**config.mk**
```make
export PLATFORM = sky130hd
export DESIGN_NAME = serial_adder
export DESIGN_NICKNAME = d
export VERILOG_FILES = /design/src/rtl/serial_adder_pkg.sv /design/src/rtl/digit_adder.sv /design/src/rtl/serial_adder.sv
export SDC_FILE = /design/constraint.sdc
export NUM_CORES = 1
export LEC_CHECK = 0
export CAP_MARGIN = 10
export CELL_PAD_IN_SITES_DETAIL_PLACEMENT = 1
export CELL_PAD_IN_SITES_GLOBAL_PLACEMENT = 2
export CORE_MARGIN = 2
export CORE_UTILIZATION = 32
export CTS_BUF_LIST = sky130_fd_sc_hd__clkbuf_8 sky130_fd_sc_hd__clkbuf_16
export DETAILED_ROUTE_END_ITERATION = 12
export PLACE_DENSITY_LB_ADDON = 0.05
export SLEW_MARGIN = 20
export SYNTH_ARGS = -nofsm -noshare
export SYNTH_HDL_FRONTEND = slang
export SYNTH_SLANG_ARGS = --single-unit
```
**constraint.sdc**
```tcl
create_clock -name clk -period 5.4 [get_ports clk]
set_input_delay 0.81 -clock clk [delete_from_list [all_inputs] [get_ports clk]]
set_output_delay 0.81 -clock clk [all_outputs]
set_load 0.02 [all_outputs]
```
**src/rtl/serial_adder_pkg.sv**
```systemverilog
// Shared types and elaboration-time helpers for the digit-serial adder.
package serial_adder_pkg;

  typedef enum logic [1:0] {
    IDLE = 2'd0,
    BUSY = 2'd1,
    DONE = 2'd2
  } sa_state_t;

  // Number of digit slices needed to cover the operand width.
  function automatic int unsigned calc_ndig(input int unsigned width,
                                            input int unsigned digit);
    return (digit == 0) ? 1 : width / digit;
  endfunction

  // Digit counter width: max(1, clog2(ndig)).
  function automatic int unsigned calc_cnt_w(input int unsigned ndig);
    return (ndig <= 2) ? 1 : $clog2(ndig);
  endfunction

endpackage

```
**src/rtl/digit_adder.sv**
```systemverilog
// Combinational DIGIT-bit adder slice; also exposes the carry into its top bit.
module digit_adder #(
  parameter int unsigned DIGIT = 4
) (
  input  logic [DIGIT-1:0] a,
  input  logic [DIGIT-1:0] b,
  input  logic             cin,
  output logic [DIGIT-1:0] s,
  output logic             cout,
  output logic             c_msb
);

  logic [DIGIT:0] full;

  always_comb begin
    full  = {1'b0, a} + {1'b0, b} + {{DIGIT{1'b0}}, cin};
    s     = full[DIGIT-1:0];
    cout  = full[DIGIT];
    // Carry into the top bit recovered from its sum bit: s = a ^ b ^ c.
    c_msb = full[DIGIT-1] ^ a[DIGIT-1] ^ b[DIGIT-1];
  end

endmodule

```
**src/rtl/serial_adder.sv**
```systemverilog
// Digit-serial adder: WIDTH-bit a + b + ci computed DIGIT bits per clock,
// with valid/ready handshakes on the operand and result sides.
module serial_adder
  import serial_adder_pkg::*;
#(
  parameter int unsigned WIDTH  = 16,
  parameter int unsigned DIGIT  = 4,
  parameter bit          SIGNED = 1'b0
) (
  input  logic             clk,
  input  logic             rst,
  input  logic             in_valid,
  output logic             in_ready,
  input  logic [WIDTH-1:0] a,
  input  logic [WIDTH-1:0] b,
  input  logic             ci,
  output logic             out_valid,
  input  logic             out_ready,
  output logic [WIDTH-1:0] sum,
  output logic             co,
  output logic             ovf,
  output logic             busy
);

  localparam int unsigned NDIG = calc_ndig(WIDTH, DIGIT);
  localparam int unsigned CW   = calc_cnt_w(NDIG);
  localparam logic [CW-1:0] LAST = CW'(NDIG - 1);

  if (DIGIT == 0 || (WIDTH % DIGIT) != 0) begin : g_bad_digit
    $error("serial_adder: DIGIT (%0d) must divide WIDTH (%0d)", DIGIT, WIDTH);
  end

  sa_state_t        state;
  logic [WIDTH-1:0] a_sh;
  logic [WIDTH-1:0] b_sh;
  logic             carry;
  logic [CW-1:0]    cnt;

  logic [DIGIT-1:0] s;
  logic             c;
  logic             c_msb;
  logic             load;
  logic [WIDTH-1:0] sum_next;

  digit_adder #(.DIGIT(DIGIT)) u_slice (
    .a     (a_sh[DIGIT-1:0]),
    .b     (b_sh[DIGIT-1:0]),
    .cin   (carry),
    .s     (s),
    .cout  (c),
    .c_msb (c_msb)
  );

  always_comb begin
    in_ready = 1'b0;
    case (state)
      IDLE:    in_ready = 1'b1;
      DONE:    in_ready = out_ready;
      default: in_ready = 1'b0;
    endcase
    load     = in_valid && in_ready;
    // New digit enters at the top; the cast drops the digit shifted out below.
    sum_next = WIDTH'({s, sum} >> DIGIT);
  end

  always_ff @(posedge clk or posedge rst) begin
    if (rst) begin
      state     <= IDLE;
      a_sh      <= '0;
      b_sh      <= '0;
      carry     <= 1'b0;
      cnt       <= '0;
      sum       <= '0;
      co        <= 1'b0;
      ovf       <= 1'b0;
      out_valid <= 1'b0;
      busy      <= 1'b0;
    end else if (load) begin
      a_sh      <= a;
      b_sh      <= b;
      carry     <= ci;
      cnt       <= '0;
      out_valid <= 1'b0;
      busy      <= 1'b1;
      state     <= BUSY;
    end else begin
      case (state)
        IDLE: ;
        BUSY: begin
          a_sh  <= a_sh >> DIGIT;
          b_sh  <= b_sh >> DIGIT;
          carry <= c;
          sum   <= sum_next;
          if (cnt == LAST) begin
            cnt       <= '0;
            co        <= c;
            ovf       <= SIGNED ? (c ^ c_msb) : c;
            busy      <= 1'b0;
            out_valid <= 1'b1;
            state     <= DONE;
          end else begin
            cnt <= cnt + 1'b1;
          end
        end
        DONE: begin
          if (out_ready) begin
            out_valid <= 1'b0;
            state     <= IDLE;
          end
        end
        default: begin
          out_valid <= 1'b0;
          busy      <= 1'b0;
          cnt       <= '0;
          state     <= IDLE;
        end
      endcase
    end
  end

endmodule

```
==> results of run 1 <==
[per-stage QoR]
step / power [mW] / instances
2_1_floorplan: 1.32 / 227
3_3_place_gp: 1.61 / 369
3_5_place_dp: 1.63 / 369
4_1_cts: 1.87 / 376
5_1_grt: 2.00 / 376
6_report: 1.84 / 376
[final cells by class]
cell class	instances	area, sq um
inverters	1	3.75
clock inverters	1	5.00
well taps	99	124
multi-input cells	152	975
fillers	808	4160
repair buffers	62	608
clock buffers	6	82.6
flip-flops and latches	55	1380
[per-layer routing]
layer | part of all wire [%] | wire, um
met5 | 0 | 0
met1 | 47 | 2810
met3 | 3.8 | 228
met2 | 48 | 2860
met4 | 1.1 | 68
[worst max path at each step]
stage,endpoint,slack [ns],cells past startpoint
after floorplan,in_ready,2.83,5
after global placement,in_ready,2.13,5
after detailed placement,in_ready,2.06,5
after CTS,in_ready,2.06,5
after global routing,in_ready,1.97,5
final,in_ready,2.09,5
[flip-flops by register name, indices dropped and copies added, names as in the netlist]
| signal | count |
|---|---|
| a_sh | 16 |
| sum | 16 |
| ovf | 1 |
| b_sh | 16 |
| cnt | 2 |
| carry | 1 |
| busy | 1 |
| state | 1 |
| out_valid | 1 |
[worst max-delay path: stages]
cell,delay [ns]
clkdlybuf4s50_1,0.45
nand2b_1,0.09
buf_4,0.31
nor2b_1,0.20
clkdlybuf4s50_1,0.62
[layout by cell type, fill, tap and decap left out, types with 2 or more instances in the layout]
master           netlist  routed
o21ai_0                3       3
buf_4                  4       5
a21oi_1                4       4
o21ai_1                8       8
nand2b_1               2       2
a221o_1               25      25
fa_1                   2       2
ha_1                   4       4
clkdlybuf4s50_1        0      57
and3_1                24      24
clkbuf_8               0       6
nand2_1               53      53
nand3_1               10      10
dfrtp_1               55      55
[power breakdown]
part	total [mW]	switching, mW	internal (mW)
Combinational	0.878	0.475	0.403
Sequential	0.728	0.133	0.595
Clock	0.233	0.132	0.101
[logic make-up (layout without fill, tap and decap cells)]
family,after synthesis,count (layout)
simple gates,98,98
fa+ha+maj,6,6
buf+inv,20,70
xor+xnor,1,1
compound gates,46,46
mux,1,1
flops,55,55
==> results summary, run 1 <==
From synthesis to final layout, the design area changed by 29.4%. The fraction of final layout cells sized beyond drive strength 1 came out at 5.42%. The total number of nets in the final design is 320.

The detailed-routing iteration count for the pre-antenna-repair pass came out at 5. The register area share after synthesis is 56.1%. The number of global-route vias before repair is 1946. Multiplexer cells account for 0.459% of the synthesized area. Dividing the detail-routed wire length by the instance count gives 15.9 um. Data on the critical path arrives at its endpoint at 2.50 ns. The number of warnings issued by yosys is 0. By area the synthesized netlist is led by dfrtp_1, a221o_1, nand2_1. The startpoint identified for the worst hold timing path is sum[0]. The routing usage on met3 came out at 3.40%. The clock latency reported for the late side of the worst-skew pair is 0.31 ns. The post-cts repair resize count came out at 0.

The worst pin sits at a relative slew slack of 52.2%. TritonCTS built the clock tree. The placeable core area is 7330 sq um. The max-slew violation count came out at 0.

The number of vias per cell after detailed routing is 5.10. The portion of synthesized cell area occupied by the leading cell type is 56.1%. The post-placement worst setup slack is 2.06 ns. Global routing consumed, on the met1 layer, 19.8% of the routing resources. Summing the areas of all and, or, nand and nor instances in the mapped netlist gives 19.7% of the synthesized area. The final-layout setup total negative slack came out at 0 ns. Among all flip-flop cells after synthesis, the most frequent one is dfrtp_1. The maximum level of the CTS H-tree is 2. The placer congestion estimate came out at 0.712. The tree is rooted in a clkbuf_8. The die extent in x came out at 91.6 um. The slew at the pin with the worst max-slew slack is 0.717 ns. The number of buffers inserted by port buffering is 57. After floorplanning, the core was divided into 31 placement rows. The reg2reg setup slack came out at 3.16 ns.

The flow ran to the end, and the final reports show no timing, DRC or antenna violations. The worst IR drop on VDD came out at 151 uV. The power per unit of standard cell area is 580 nW/um^2. A synthesized cell averages 10.8 sq um. The TritonCTS buffer count is 5. The number of storage elements in the synthesis netlist came out at 55. The global-route wire length before repair came out at 9.94 mm. Synthesis produced a netlist with a net count of 270. The instance area at placement is 3090 sq um.

By startpoint and endpoint, the worst setup path is classified as in2out. The I/O pin total came out at 58. The maximum number of pins on one net before global-route repair came out at 56. The height of the die is 91.6 um. The maximum net fanout on the critical path is 37. The cell leakage power came out at 1.49 nW. The largest total area in the synthesized netlist belongs to dfrtp_1. The worst register-to-register path has a depth of 4. The highest clock frequency the design can meet came out at 302 MHz. In this run the critical register-to-register path is launched from out_valid. Once routing completed, OpenROAD measured the worst setup slack at 2.09 ns. In the post-synthesis netlist, the cell with the most instances is dfrtp_1.

Data on the critical path is required at its endpoint by 4.59 ns. The leftover overflow at the end of global routing came out at 0. Measured on the finished design, the core utilization comes to 43.3%. The detailed router's first-iteration violation count is 59. Setup violations remaining at the end of the flow were counted as 0. The worst hold path terminates at sum[0]. The post-DP HPWL is 3.96 mm. After routing the design area is 3170 sq um. The die footprint is 8380 sq um. The initial standard-cell utilization of the core is 33.5%. Setup repair after global routing left no endpoint under its margin.

The count of cells along the worst hold path is 2. The number of distinct standard cells referenced by the synthesized netlist came out at 33. The layer with the highest usage after global routing is met2. The tightest min-delay check is of the reg2reg type. The arithmetic-cell share of the synthesized area counting full adders, half adders and majority gates is 3.67%. The post-route clock skew came out at 0.00692 ns. The final routed wirelength across all metal layers is 5.97 mm. The number of hold buffers added after CTS came out at 0.

The post-synthesis compound-gate area fraction came out at 15.6%. The routed design could run at a clock period as short as 3.31 ns. The number of flops mapped to enable cells by yosys is 0. In this run the critical register-to-register path is captured at b_sh[2].

After synthesis, the share of flip-flops with an asynchronous set or reset is 100%. The commonest cells after synthesis are dfrtp_1, nand2_1, a221o_1. The number of antenna-violating nets in the routed design came out at 0.

The synthesized netlist occupies a cell area of 2450 sq um. In this run the deepest clock path goes through 2 buffers. The number of antenna violations at the first check in global routing is 0. The routing usage on met2 is 24.4%. STA classifies the critical path startpoint as a primary input. The reported max-cap violation count is 0. The number of antenna diodes in the final layout is 0. The aggregate global-route resource usage is 14.9%. The hold violation count in the final report came out at 0. The clock drives 55 sinks. The sort of element at the end of the critical path is a primary output.

The worst path uses 61.2% of the clock period. Tracing the worst setup path back leads to its startpoint at out_ready. The clock-pin slew on the worst setup and hold paths is 0.10 ns. After detailed routing, the number of remaining DRC violations is 0.

The xor/xnor cell area share of the yosys netlist came out at 0.357%. The worst slack on hold paths is 0.485 ns. The post-synthesis instance total is 227.

The via count is 1917. After synthesis, the largest family of logic cells by area is simple AND/OR/NAND/NOR gates. The number of buffers inserted by post-CTS setup repair is 0.
No activity file was read; power rests on OpenSTA's default activity.
==> run 2: changes to the inputs <==
Settings changed: CORE_UTILIZATION 32 to 28.
Clock period 5.4 ns to 2.9 ns, I/O delays scaled along.
==> results summary, run 2 (synthesis gave the netlist of run 1 again) <==
The number of standard-cell rows in the floorplan is 34. The height of the die came out at 97.6 um. The final period demand of the worst path is 2.17 ns. The post-route clock skew is 0.00616 ns.

The detailed router's first-iteration violation count came out at 63. The die footprint came out at 9530 sq um. The area growth from synthesis to layout came out at 31.9%. The TritonCTS clock tree is done.

The placeable core area is 8590 sq um. The hold violation count in the final report is 0. Buffers inserted during clock tree synthesis total 5. The number of buffers inserted by post-CTS setup repair came out at 0.

The I/O pin total is 58. The initial standard-cell utilization of the core is 28.6%. The count of unresolved DRC violations after routing is 0. The maximum level of the CTS H-tree is 2. The global-route wire length before repair is 10.2 mm. The startpoint type of the worst setup path is a primary input. The post-cts repair resize count came out at 0. The total number of nets in the final design came out at 321. The number of hold buffers added after CTS came out at 0.

The number of antenna violations at the first check in global routing was 0. In the layout the commonest cells are clkdlybuf4s50_1, dfrtp_1, nand2_1. The number of global-route vias before repair is 2008. The detailed-routing iteration count for the pre-antenna-repair pass came out at 4.

In this run the clock root is driven by a clkbuf_8. The clock sink count came out at 55. The leftover overflow at the end of global routing is 0. The power per unit of standard cell area came out at 1090 nW/um^2.

The number of vias per cell after detailed routing came out at 5.01. After detailed routing, the total wire length is 6.10 mm. The remaining max-slew budget at the tightest pin came out at 52.8%. The slew at the pin with the worst max-slew slack is 0.707 ns.

The max-slew violation count is 0. The reported max-cap violation count is 0. The critical path data arrival time is 1.73 ns. Across all layers, the routed design uses 1938 vias. The area used by sequential logic in the layout came out at 1380 sq um.

The worst IR drop on VDD is 345 uV. The data required time of the worst path is 2.47 ns. Clock latency on the worst-skew pair, taken at its later pin, is 0.31 ns. The diode insertion count for antenna repair is 0. Setup repair after global routing left no endpoint under its margin.

The final-layout setup total negative slack is 0 ns. The number of buffers inserted by port buffering is 57. In the final layout, the multi-input gates occupy 975 sq um. The sort of element at the end of the critical path is a primary output. Once detailed placement completed, the half-perimeter wirelength came to 4.28 mm. The clock-pin slew on the worst setup and hold paths came out at 0.10 ns. The worst setup path is of the in2out kind. The number of fillers in the final layout is 960.

The library cell used most frequently in the layout, excluding fill and tap cells, is clkdlybuf4s50_1. In the final layout, the registers with the most flip-flops are a_sh: 16 flops, b_sh: 16 flops, sum: 16 flops. Global routing consumed, over all layers together, 13.2% of the routing resources. The power consumption came out at 3.53 mW. The maximum number of pins on one net before global-route repair came out at 37. The die extent in x is 97.6 um. Summed over all cells, the static leakage comes to 1.51 nW. Of the available clock period, the critical path in the final layout requires 74.8%.

The placer congestion estimate came out at 0.734. The highest clock frequency the design can meet came out at 461 MHz. The number of antenna-violating nets in the routed design came out at 0. The worst hold-check path type is reg2reg. The final setup violation count is 0.

The fraction of final layout cells sized beyond drive strength 1 came out at 6.09%. The number of buffers between clock root and the deepest sink came out at 2. The flow ran to the end, and the final reports show no timing, DRC or antenna violations.

The wire length per cell came out at 15.8 um. Along the worst path, the maximum fanout reaches 2.
## run 2: changes by cell type in the layout (fill, tap and decap cells not counted), sizes merged
cell    delta
buf        +1
bufinv     +1
## run 2: worst paths after layout
path,start,to,slack [ns],cells after the start
max in group asynchronous,rst,a_sh[9],1.76,3
worst max register to register,a_sh[0],carry,1.02,5
worst min-delay path,sum[0],sum[0],0.49,2
worst max-delay path,out_ready,in_ready,0.73,4
worst min register to register,sum[0],sum[0],0.49,2
min in group asynchronous,rst,sum[2],0.55,2
## run 2: critical path, cell delays in order
cell and delay [ns]:
clkdlybuf4s50_1 0.45, nand2b_1 0.11, nor2b_1 0.13, clkdlybuf4s50_1 0.61
## run 2: area by class of cell
type	instances	area share, %
Clock buffer	6	2.55
Clock inverter	2	1.08
Inverter	1	0.116
Multi-Input combinational cell	152	30.1
Sequential cell	55	42.5
Tap cell	108	4.18
Timing Repair Buffer	63	19.4
## run 2: per-layer routing
metal	track usage, %	part of all wire [%]	routed length (um)	vias up
met2	22.2	49	2990	38
met4	3.21	0.51	31	0
met5	0	0	0	-
met3	2.95	3.3	202	4
li1	-	-	-	917
met1	17.4	47	2880	979
## run 2: through the flow
stage	instance area (sq um)	util, %	worst slack [ns]	hold slack (ns)	instances
final	3240	37.7	0.731	0.486	387
after global routing	3240	37.7	0.654	0.525	387
after CTS	3240	37.7	0.720	0.496	387
after detailed placement	3120	36.3	0.667	0.471	379
after global placement	3120	36.3	0.692	0.462	379
after floorplan	2450	-	1.02	0.470	227
## run 2: power breakdown
part           internal [mW]  switching [mW]  leakage (nW)
Sequential              1.11           0.248         0.697
Clock                  0.280           0.250        0.0612
Combinational          0.762           0.885         0.755
